**src/rtl/cp0_intr_ctrl.sv**
```systemverilog
// Coprocessor-0 interrupt/exception controller: Status/Cause/EPC, synchronised IRQ
// latching with mask and fixed priority, and a Status/EPC shadow stack for nesting.
module cp0_intr_ctrl #(
  parameter int unsigned N_IRQ = 4,
  parameter int unsigned NEST  = 2,
  parameter int unsigned EDGE  = 1,
  parameter int unsigned SYNC  = 2
) (
  input  logic             clk,
  input  logic             rst,
  input  logic [N_IRQ-1:0] irq,
  input  logic             exc_sys,
  input  logic             exc_uni,
  input  logic             exc_ovr,
  input  logic             i_mtc0,
  input  logic             i_mfc0,
  input  logic             i_eret,
  input  logic [4:0]       rd,
  input  logic [31:0]      wdata,
  input  logic [31:0]      pc_cur,
  input  logic [31:0]      pc_next,
  output logic [31:0]      rdata,
  output logic             exc,
  output logic [1:0]       selpc,
  output logic [31:0]      epc_out,
  output logic [N_IRQ-1:0] inta,
  output logic             nest_full
);

  localparam int unsigned DW = $clog2(NEST + 1);

  typedef enum logic [1:0] {
    EC_INT = 2'd0,
    EC_SYS = 2'd1,
    EC_UNI = 2'd2,
    EC_OVR = 2'd3
  } exc_code_t;

  logic [3:0]       r_st;
  logic [N_IRQ-1:0] r_im;
  exc_code_t        r_code;
  logic [2:0]       r_line;
  logic             r_novf;
  logic [31:0]      r_epc [NEST];
  logic [3:0]       r_stk [NEST];
  logic [DW-1:0]    r_depth;

  logic [N_IRQ-1:0] w_irq_s, w_pend, w_req, w_clr, w_inta, w_onehot;
  logic [31:0]      w_top_epc;
  logic [3:0]       w_top_st;
  logic             w_full, w_ovr, w_uni, w_sys, w_int, w_any, w_take;
  logic             w_ret, w_wr, w_hit;
  exc_code_t        w_code;
  logic [2:0]       w_line;

  if (SYNC > 0) begin : g_sync
    logic [N_IRQ-1:0] r_sync [SYNC];
    always_ff @(posedge clk) begin
      if (rst) begin
        for (int unsigned k = 0; k < SYNC; k++) r_sync[k] <= '0;
      end else begin
        r_sync[0] <= irq;
        for (int unsigned k = 1; k < SYNC; k++) r_sync[k] <= r_sync[k-1];
      end
    end
    assign w_irq_s = r_sync[SYNC-1];
  end else begin : g_nosync
    assign w_irq_s = irq;
  end

  if (EDGE != 0) begin : g_edge
    logic [N_IRQ-1:0] r_prev, r_pend;
    // A new edge in the same cycle as a clear keeps the bit set.
    always_ff @(posedge clk) begin
      if (rst) begin
        r_prev <= '0;
        r_pend <= '0;
      end else begin
        r_prev <= w_irq_s;
        r_pend <= (r_pend & ~w_clr) | (w_irq_s & ~r_prev);
      end
    end
    assign w_pend = r_pend;
  end else begin : g_level
    assign w_pend = w_irq_s;
  end

  always_comb begin
    w_full = (r_depth == DW'(NEST));
    w_ovr  = exc_ovr & r_st[3];
    w_uni  = exc_uni & r_st[2];
    w_sys  = exc_sys & r_st[1];
    w_req  = w_pend & r_im;
    w_int  = r_st[0] & (|w_req);
    w_any  = w_ovr | w_uni | w_sys | w_int;
    w_take = w_any & ~w_full;

    w_hit    = 1'b0;
    w_line   = '0;
    w_onehot = '0;
    for (int unsigned i = 0; i < N_IRQ; i++) begin
      if (w_req[i] && !w_hit) begin
        w_hit       = 1'b1;
        w_line      = 3'(i);
        w_onehot[i] = 1'b1;
      end
    end

    if (w_ovr)      w_code = EC_OVR;
    else if (w_uni) w_code = EC_UNI;
    else if (w_sys) w_code = EC_SYS;
    else            w_code = EC_INT;

    w_inta = (w_take && w_code == EC_INT) ? w_onehot : '0;
    w_ret  = i_eret & ~w_take;
    w_wr   = i_mtc0 & ~w_take;
    w_clr  = w_inta | ((w_wr && rd == 5'd13) ? wdata[8 +: N_IRQ] : '0);

    w_top_epc = '0;
    w_top_st  = '0;
    for (int unsigned k = 0; k < NEST; k++) begin
      if (r_depth == DW'(k + 1)) begin
        w_top_epc = r_epc[k];
        w_top_st  = r_stk[k];
      end
    end
  end

  always_comb begin
    rdata = '0;
    if (i_mfc0) begin
      case (rd)
        5'd12: begin
          rdata[3:0]        = r_st;
          rdata[8 +: N_IRQ] = r_im;
        end
        5'd13: begin
          rdata[31]         = r_novf;
          rdata[8 +: N_IRQ] = w_pend;
          rdata[7:4]        = {1'b0, r_line};
          rdata[3:2]        = r_code;
        end
        5'd14:   rdata = w_top_epc;
        default: rdata = '0;
      endcase
    end
  end

  assign exc       = w_take;
  assign selpc     = w_take ? 2'b10 : (i_eret ? 2'b01 : 2'b00);
  assign epc_out   = w_top_epc;
  assign inta      = w_inta;
  assign nest_full = w_full;

  always_ff @(posedge clk) begin
    if (rst) begin
      r_st    <= '0;
      r_im    <= '0;
      r_code  <= EC_INT;
      r_line  <= '0;
      r_novf  <= 1'b0;
      r_depth <= '0;
      for (int unsigned k = 0; k < NEST; k++) begin
        r_epc[k] <= '0;
        r_stk[k] <= '0;
      end
    end else begin
      if (w_take) begin
        for (int unsigned k = 0; k < NEST; k++) begin
          if (r_depth == DW'(k)) begin
            r_stk[k] <= r_st;
            r_epc[k] <= (w_code == EC_INT) ? pc_next : pc_cur;
          end
        end
        r_depth <= r_depth + DW'(1);
        r_st    <= '0;
        r_code  <= w_code;
        r_line  <= (w_code == EC_INT) ? w_line : '0;
      end else begin
        if (w_ret && r_depth != '0) begin
          r_st    <= w_top_st;
          r_depth <= r_depth - DW'(1);
        end
        if (w_wr) begin
          case (rd)
            5'd12: begin
              r_st <= wdata[3:0];
              r_im <= wdata[8 +: N_IRQ];
            end
            5'd13: if (wdata[31]) r_novf <= 1'b0;
            5'd14: begin
              for (int unsigned k = 0; k < NEST; k++)
                if (r_depth == DW'(k + 1)) r_epc[k] <= wdata;
            end
            default: ;
          endcase
        end
      end
      // Dropped-exception flag is set after any software clear so the set wins.
      if (w_any && w_full) r_novf <= 1'b1;
    end
  end

endmodule

```
**config.mk**
```make
export PLATFORM = sky130hd
export DESIGN_NAME = cp0_intr_ctrl
export DESIGN_NICKNAME = d
export VERILOG_FILES = /design/src/rtl/cp0_intr_ctrl.sv
export SDC_FILE = /design/constraint.sdc
export NUM_CORES = 1
export LEC_CHECK = 0
export BUFFER_PORTS_ARGS = -buffer_cell sky130_fd_sc_hd__buf_2
export CAP_MARGIN = 20
export CORE_MARGIN = 2
export CORE_UTILIZATION = 46
export CTS_CLUSTER_DIAMETER = 200
export DETAILED_ROUTE_END_ITERATION = 12
export PLACE_DENSITY_LB_ADDON = 0.12
export SLEW_MARGIN = 20
export SYNTH_ARGS = -nofsm -noshare
export SYNTH_HDL_FRONTEND = slang
export SYNTH_SLANG_ARGS = --single-unit
```
**constraint.sdc**
```tcl
create_clock -name clk -period 2.7 [get_ports clk]
set_clock_uncertainty 0.1 [all_clocks]
set_input_delay 0.675 -clock clk [delete_from_list [all_inputs] [get_ports clk]]
set_output_delay 0.675 -clock clk [all_outputs]
set_load 0.01 [all_outputs]
```
==> results of run 1 <==
sequential cells by signal, summed over array words and instances, names as in the netlist:
| name | count |
|---|---|
| g_edge.r_pend | 4 |
| r_epc | 64 |
| r_depth | 2 |
| r_im | 4 |
| r_line | 2 |
| r_stk | 8 |
| r_code | 2 |
| r_novf | 1 |
| r_st | 4 |
| g_edge.r_prev | 4 |
| g_sync.r_sync | 8 |
routing by layer:
metal	global-route usage [%]	up-vias	wire length [um]
met5	0	-	0
met4	10.6	0	397
met3	3.43	25	1040
met2	42.4	208	7910
met1	30.9	2306	6440
li1	-	2359	-
cell families (layout without fill, tap and decap cells):
kind of cell,Yosys count,in the layout,share of synthesized area [%]
flip-flops,103,103,51.9
adder cells (fa/ha/maj),3,3,0.700
buffers and inverters,86,289,6.23
multiplexers,43,43,8.02
AND/OR/NAND/NOR,188,188,17.8
AO/OA/AOI/OAI,116,116,15.3
layout make-up:
type,instances,area share (%)
Tap cell,143,2.50
Clock inverter,7,0.664
Timing Repair Buffer,231,19.6
Multi-Input combinational cell,350,33.0
Inverter,42,2.20
Sequential cell,103,38.9
Clock buffer,9,3.15
stage by stage:
| step | total power [uW] | instance area [um2] | hold WS, ns | worst slack, ns | util, % |
|---|---|---|---|---|---|
| after detailed placement | 4440 | 6650 | 0.328 | -0.0677 | 58.2 |
| after floorplan | 3520 | 5380 | 0.314 | 0.0355 | - |
| after global routing | 6230 | 7160 | 0.345 | -0.0604 | 62.7 |
| after global placement | 4380 | 6650 | 0.320 | 0.0258 | 58.2 |
| final | 5910 | 7160 | 0.332 | -0.0187 | 62.7 |
| after CTS | 5710 | 6990 | 0.336 | -0.00709 | 61.2 |
power by group through the flow:
stage	combinational (uW)	sequential, uW	clock [uW]
after floorplan	1370	2150	0
after global placement	2200	2170	0
after detailed placement	2250	2190	0
after CTS	2340	2160	1210
after global routing	2750	2200	1280
final	2540	2170	1200
cells in the mapped netlist (4+ instances only):
master	instances	area share [%]
sky130_fd_sc_hd__a22oi_1	6	0.84
sky130_fd_sc_hd__o21ai_0	4	0.37
sky130_fd_sc_hd__inv_1	41	2.9
sky130_fd_sc_hd__clkbuf_1	36	2.5
sky130_fd_sc_hd__edfxtp_1	72	40
sky130_fd_sc_hd__nor2b_1	26	3.0
sky130_fd_sc_hd__nand2b_1	4	0.47
sky130_fd_sc_hd__and2_1	4	0.47
sky130_fd_sc_hd__dfxtp_1	31	12
sky130_fd_sc_hd__nand4_1	5	0.58
sky130_fd_sc_hd__mux2i_1	43	8.0
sky130_fd_sc_hd__nor3_1	12	1.1
sky130_fd_sc_hd__and3_1	25	2.9
sky130_fd_sc_hd__o32ai_1	32	5.2
sky130_fd_sc_hd__a211oi_1	6	0.84
sky130_fd_sc_hd__nor2_1	16	1.1
sky130_fd_sc_hd__a21oi_1	10	0.93
sky130_fd_sc_hd__o21ai_1	31	2.9
sky130_fd_sc_hd__nand2_1	80	5.6
sky130_fd_sc_hd__nand3_1	5	0.47
worst paths after layout:
path	start	to	slack, ns	cells past startpoint
min	g_sync.r_sync[0][1]	g_sync.r_sync[0][5]	0.33	1
max	exc_ovr	selpc[0]	-0.02	7
min reg2reg	g_sync.r_sync[0][1]	g_sync.r_sync[0][5]	0.33	1
max reg2reg	r_st[3]	r_depth[1]	0.28	7
worst max-delay path, stage by stage:
cell and delay, ns:
sky130_fd_sc_hd__buf_6 0.09, sky130_fd_sc_hd__a222oi_1 0.45, sky130_fd_sc_hd__buf_4 0.24, sky130_fd_sc_hd__nor2_4 0.06, sky130_fd_sc_hd__nor2_4 0.17, sky130_fd_sc_hd__and2_4 0.17, sky130_fd_sc_hd__buf_6 0.09
what timing repair did:
item                                    CTS  global route
pin swaps                                 2             9
endpoints found under the setup margin   46            29
cloned                                    0             1
setup buffers                             2             9
gates resized for setup                  14            21
==> insert_results.sql, run 1 <==
INSERT INTO impl_metrics (metric_group, metric, value, unit) VALUES
('critical_path', 'endpoint_kind', 'output port', ''),
('floorplanning', 'core', '11400', 'um2'),
('route', 'ant_nets', '0', ''),
('placement', 'port-buffer-count', '184', ''),
('power', 'power-per-cell-area', '826', 'nW/um2'),
('floorplanning', 'initial_core_util', '47.0', '%'),
('clocking', 'cts.root.buffer_cell', 'sky130_fd_sc_hd__clkbuf_16', ''),
('logic_synthesis', 'synth_edf_count', '72', ''),
('grt', 'grt_start_max_net_pins', '35', ''),
('floorplanning', 'die_h', '112', 'um'),
('logic_synthesis', 'synth-seq-area-share', '51.9', '%'),
('timing', 'setup_violations_final', '1', ''),
('timing', 'period_needed', '2.72', 'ns'),
('layout', 'multi_input_gate_area', '2360', 'um2'),
('route', 'route.final.wire_length', '15.8', 'mm'),
('critical_path', 'cp-start-kind', 'primary input', ''),
('placement', 'place_congestion', '0.915', ''),
('timing', 'fin_ws', '-0.0187', 'ns'),
('route', 'drt_iter0_markers', '260', ''),
('route', 'vias', '4898', ''),
('critical_path', 'arrival', '1.94', 'ns'),
('power', 'clkPwrFrac', '20.3', '%'),
('layout', 'n_fill_cell', '971', ''),
('floorplanning', 'design.die.area', '12500', 'um2'),
('route', 'drt-wirelength-per-cell', '17.9', 'um'),
('layout', 'post_route_cells_drive_above_1_share', '37.1', '%'),
('timing', 'tns', '-0.0187', 'ns'),
('layout', 'area_overhead_of_the_layout_relative_to_synthesis', '33.4', '%'),
('outcome', 'failed_checks', 'setup timing', ''),
('power', 'peakVddDrop', '713', 'uV'),
('clocking', 'cts_tree', 'done', ''),
('logic_synthesis', 'post_synth.cell_area_avg', '9.95', 'um2'),
('grt', 'wire_length_of_the_first_global_routing_pass', '24.0', 'mm'),
('logic_synthesis', 'mappedNetlistNets', '655', ''),
('critical_path', 'critical_path.max_fanout', '5', ''),
('logic_synthesis', 'ys.warnings.count', '0', ''),
('clocking', 'cts_num_sinks', '103', ''),
('power', 'p_int', '3730', 'uW'),
('critical_path', 'required', '1.92', 'ns'),
('logic_synthesis', 'netlist_area', '5370', 'um2'),
('logic_synthesis', 'ys_seq_elements', '103', ''),
('layout', 'final_cell_mix', '181 x sky130_fd_sc_hd__buf_2, 79 x sky130_fd_sc_hd__nand2_1, 72 x sky130_fd_sc_hd__edfxtp_1, 43 x sky130_fd_sc_hd__mux2i_1, 39 x sky130_fd_sc_hd__inv_1', ''),
('placement', 'detailed_placement_hpwl', '11.0', 'mm'),
('clocking', 'number_of_buffers_added_to_fix_hold_violations_after_cts', '0', ''),
('floorplanning', 'die-width', '112', 'um'),
('route', 'drtPass1Iterations', '5', ''),
('layout', 'most_common_library_cell_in_the_layout_ignoring_fill_and_taps', 'sky130_fd_sc_hd__buf_2', ''),
('power', 'pwr-share-seq', '36.7', '%'),
('timing', 'worst_pin_slew', '0.702', 'ns'),
('timing', 'timing.slew.headroom', '52.7', '%'),
('grt', 'gr-usage-all-layers', '24.6', '%'),
('hold_path', 'class_of_the_worst_hold_path', 'flop to flop', ''),
('timing', 'setup_repair_after_global_routing_missed_its_margin', 'yes', ''),
('logic_synthesis', 'synthFlopType', 'sky130_fd_sc_hd__edfxtp_1', ''),
('layout', 'seqCellArea', '2790', 'um2'),
('power', 'leakage', '0.00332', 'uW'),
('route', 'route.detailed.drc', '0', ''),
('logic_synthesis', 'synth_cell_types', '51', ''),
('clocking', 'cts-htree-levels', '3', ''),
('power', 'switching_share', '36.9', '%'),
('grt', 'globalRoute.totalOverflow', '0', ''),
('timing', 'min_period_over_period', '101', '%'),
('grt', 'antenna_found_initial', '0', ''),
('layout', 'antenna_cells', '0', ''),
('clocking', 'clkLatencyLatePin', '0.34', 'ns'),
('timing', 'finalMaxSlewViolations', '0', ''),
('clocking', 'numCtsBuffers', '9', ''),
('timing', 'achievable-frequency', '368', 'MHz'),
('run', 'drv.max_cap_violation_count', '0', ''),
('logic_synthesis', 'asyncSetResetFlopFracSynth', '0', '%'),
('floorplanning', 'ios', '185', ''),
('layout', 'nets', '853', ''),
('clocking', 'clock_path_buffers', '2', ''),
('layout', 'final_cells', '885', ''),
('floorplanning', 'num_rows', '39', ''),
('placement', 'placed_cells', '857', ''),
('power', 'p_comb_share', '43.1', '%'),
('critical_path', 'path_class', 'primary input to output port', ''),
('outcome', 'status', 'finished, violations left', ''),
('logic_synthesis', 'post_synthesis_cells', '539', ''),
('grt', 'grt_pass1_vias', '4678', ''),
('clocking', 'clk_pin_slew', '0.07', 'ns'),
('timing', 'hold_violations', '0', ''),
('route', 'vias_per_cell', '5.53', ''),
('power', 'power_switching', '2180', 'uW');
Note: power is estimated with default switching activity, not from simulation.
==> run 2, diff against run 1 <==
CORE_MARGIN = unset   (was 2)
SETUP_SLACK_MARGIN = 0.2   (was unset)
==> run 2 against run 1 <==
Against the previous run: the flow now finishes without violations; sequential share of layout area down 5.7 points; final cell count grew 2.8%; maximum frequency rose by 2.0%; count of clock-buffer cells in the layout did not move; wire length rose by 13%; design area rose by 17%; worst setup slack improved by 0.054 ns; clock power increased by 8%; utilization grew 11 points; first-iteration DRC count up 25%; critical path type is now flop to output port.
==> insert_results.sql, run 2 (synthesized netlist as in run 1, its figures left out) <==
INSERT INTO impl_metrics (metric_group, metric, value, unit) VALUES
('critical_path', 'path_class', 'flop to output port', ''),
('placement', 'placed_cells', '849', ''),
('route', 'ant_nets', '0', ''),
('critical_path', 'endpoint_kind', 'output port', ''),
('layout', 'n_fill_cell', '753', ''),
('route', 'topRoutingLayerUsed', 'met4', ''),
('timing', 'period_needed', '2.66', 'ns'),
('power', 'switching_share', '37.7', '%'),
('power', 'p_comb_share', '50.4', '%'),
('route', 'route.detailed.drc', '0', ''),
('critical_path', 'setup.worst_path.start', 'r_depth[0]', ''),
('placement', 'detailed_placement_hpwl', '10.4', 'mm'),
('route', 'route.final.wire_length', '17.9', 'mm'),
('floorplanning', 'die-width', '110', 'um'),
('critical_path', 'critical_path.reg2reg.startpoint', 'r_st[2]', ''),
('route', 'dr_wl_met2', '8.82', 'mm'),
('floorplanning', 'die_h', '110', 'um'),
('power', 'power_switching', '2670', 'uW'),
('layout', 'area_overhead_of_the_layout_relative_to_synthesis', '56.7', '%'),
('layout', 'final_cells', '910', ''),
('clocking', 'cts-htree-levels', '3', ''),
('critical_path', 'critical_path.reg2reg.endpoint', 'r_epc[0][41]', ''),
('layout', 'final_cell_mix', '161 x sky130_fd_sc_hd__buf_2, 72 x sky130_fd_sc_hd__edfxtp_1, 57 x sky130_fd_sc_hd__nand2_1, 43 x sky130_fd_sc_hd__mux2i_1, 39 x sky130_fd_sc_hd__inv_1', ''),
('layout', 'layout.core_utilization', '73.9', '%'),
('placement', 'port-buffer-count', '184', ''),
('power', 'leakage', '0.00389', 'uW'),
('grt', 'grt_pass1_vias', '4593', ''),
('critical_path', 'critical_path.max_fanout', '8', ''),
('critical_path', 'chain_of_cells_forming_the_critical_path', 'inv_4 -> ha_4 -> nand2b_1 -> a21oi_4 -> nor2_4 -> nor3_2 -> buf_2', ''),
('power', 'clkPwrFrac', '18.2', '%'),
('floorplanning', 'num_rows', '39', ''),
('timing', 'setup_repair_after_global_routing_missed_its_margin', 'yes', ''),
('critical_path', 'arrival', '1.89', 'ns'),
('layout', 'reg_top3', 'r_epc x64, g_sync.r_sync x8, r_stk x8', ''),
('power', 'pwr-share-seq', '31.4', '%'),
('timing', 'hold_violations', '0', ''),
('run', 'drv.max_cap_violation_count', '0', ''),
('timing', 'timing.slew.headroom', '60.3', '%'),
('clocking', 'clkLatencyLatePin', '0.35', 'ns'),
('power', 'p_int', '4420', 'uW'),
('grt', 'grt_start_max_net_pins', '33', ''),
('critical_path', 'ff2ff_setup_slack', '0.30', 'ns'),
('layout', 'nets', '879', ''),
('clocking', 'cts_tree', 'done', ''),
('clocking', 'clock_path_buffers', '2', ''),
('clocking', 'numCtsBuffers', '9', ''),
('route', 'vias_per_cell', '5.81', ''),
('layout', 'multi_input_gate_area', '2900', 'um2'),
('layout', 'post_route_cells_drive_above_1_share', '48.4', '%'),
('floorplanning', 'core', '11400', 'um2'),
('route', 'vias', '5291', ''),
('critical_path', 'critical_path_sink', 'inta[0]', ''),
('floorplanning', 'ios', '185', ''),
('layout', 'most_common_library_cell_in_the_layout_ignoring_fill_and_taps', 'sky130_fd_sc_hd__buf_2', ''),
('power', 'peakVddDrop', '553', 'uV'),
('grt', 'wire_length_of_the_first_global_routing_pass', '24.2', 'mm'),
('critical_path', 'slowest_stage', 'sky130_fd_sc_hd__dfxtp_4', ''),
('grt', 'gr-usage-all-layers', '27.7', '%'),
('timing', 'hold_ws', '0.331', 'ns'),
('clocking', 'number_of_buffers_added_to_fix_hold_violations_after_cts', '0', ''),
('route', 'wl_met1', '7.09', 'mm'),
('critical_path', 'max_stage_delay_on_crit_path', '0.39', 'ns'),
('outcome', 'status', 'completed', ''),
('layout', 'antenna_cells', '0', ''),
('hold_path', 'class_of_the_worst_hold_path', 'flop to flop', ''),
('timing', 'worst_pin_slew', '0.595', 'ns'),
('clocking', 'cts.root.buffer_cell', 'sky130_fd_sc_hd__clkbuf_16', ''),
('power', 'power-per-cell-area', '844', 'nW/um2'),
('clocking', 'cts_num_sinks', '103', ''),
('power', 'power.total', '7100', 'uW'),
('route', 'drt_iter0_markers', '324', ''),
('critical_path', 'cp-start-kind', 'flop', ''),
('layout', 'seqCellArea', '2790', 'um2'),
('floorplanning', 'initial_core_util', '47.2', '%'),
('placement', 'place_congestion', '0.940', ''),
('route', 'drt-wirelength-per-cell', '19.6', 'um'),
('layout', 'largest_reg_flops', '64', ''),
('grt', 'globalRoute.totalOverflow', '0', ''),
('timing', 'min_period_over_period', '98.7', '%'),
('timing', 'achievable-frequency', '375', 'MHz'),
('floorplanning', 'design.die.area', '12100', 'um2'),
('route', 'route.met3.wl', '1.28', 'mm'),
('timing', 'setup_violations_final', '0', ''),
('clocking', 'clk_pin_slew', '0.07', 'ns'),
('route', 'drtPass1Iterations', '5', ''),
('timing', 'finalMaxSlewViolations', '0', ''),
('critical_path', 'timing.reg2reg.worst_path_depth', '8', ''),
('layout', 'registers.top_by_ff_count', 'r_epc', ''),
('timing', 'tns', '0', 'ns'),
('critical_path', 'required', '1.92', 'ns'),
('grt', 'antenna_found_initial', '0', '');
## run 2: repair_timing
action,4_1_cts,5_1_grt
gates resized for setup,50,142
setup endpoints to repair,52,84
pin swaps,15,59
gates cloned,7,7
buffers inserted,17,15
## run 2: cell type report
cell class | count | area share [%]
Inverter | 42 | 1.93
Tap cell | 143 | 2.13
Multi-Input combinational cell | 350 | 34.5
Clock buffer | 9 | 2.68
Timing Repair Buffer | 257 | 24.8
Clock inverter | 6 | 0.729
Sequential cell | 103 | 33.2
## run 2: through the flow
step           instance area, um2  setup slack [ns]
6_report                     8410            0.0357
5_1_grt                      8410           -0.0235
4_1_cts                      7430            0.0724
3_5_place_dp                 6600            0.0116
3_3_place_gp                 6600            0.0486
2_1_floorplan                5420             0.206
## run 2: power by group through the flow
| stage | Combinational [uW] | Clock [uW] | Sequential [uW] |
|---|---|---|---|
| after floorplan | 1410 | 0 | 2150 |
| after global placement | 2160 | 0 | 2180 |
| after detailed placement | 2210 | 0 | 2190 |
| after CTS | 2780 | 1280 | 2170 |
| after global routing | 3770 | 1350 | 2250 |
| final | 3580 | 1290 | 2230 |
## run 2: worst max-delay path: cells and delay by family (launching register included)
| kind | cells | cell delay, ns |
|---|---|---|
| buffers and inverters | 2 | 0.21 |
| adder cells (fa/ha/maj) | 1 | 0.23 |
| flip-flops | 1 | 0.39 |
| AO/OA/AOI/OAI | 1 | 0.20 |
| AND/OR/NAND/NOR | 3 | 0.51 |
## run 2: per-layer routing
| metal | global-route usage (%) | up-vias |
|---|---|---|
| li1 | - | 2413 |
| met1 | 33.3 | 2544 |
| met2 | 48.3 | 290 |
| met3 | 4.41 | 44 |
| met4 | 13.5 | 0 |
| met5 | 0 | - |
## run 2: worst min-delay path by stage
stage | slack (ns) | cells past startpoint | to | startpoint
after floorplan | 0.31 | 1 | g_sync.r_sync[0][4] | g_sync.r_sync[0][0]
after global placement | 0.32 | 1 | g_sync.r_sync[0][6] | g_sync.r_sync[0][2]
after detailed placement | 0.33 | 1 | g_sync.r_sync[0][7] | g_sync.r_sync[0][3]
after CTS | 0.34 | 1 | g_sync.r_sync[0][5] | g_sync.r_sync[0][1]
after global routing | 0.35 | 1 | g_sync.r_sync[0][7] | g_sync.r_sync[0][3]
final | 0.33 | 1 | g_sync.r_sync[0][5] | g_sync.r_sync[0][1]
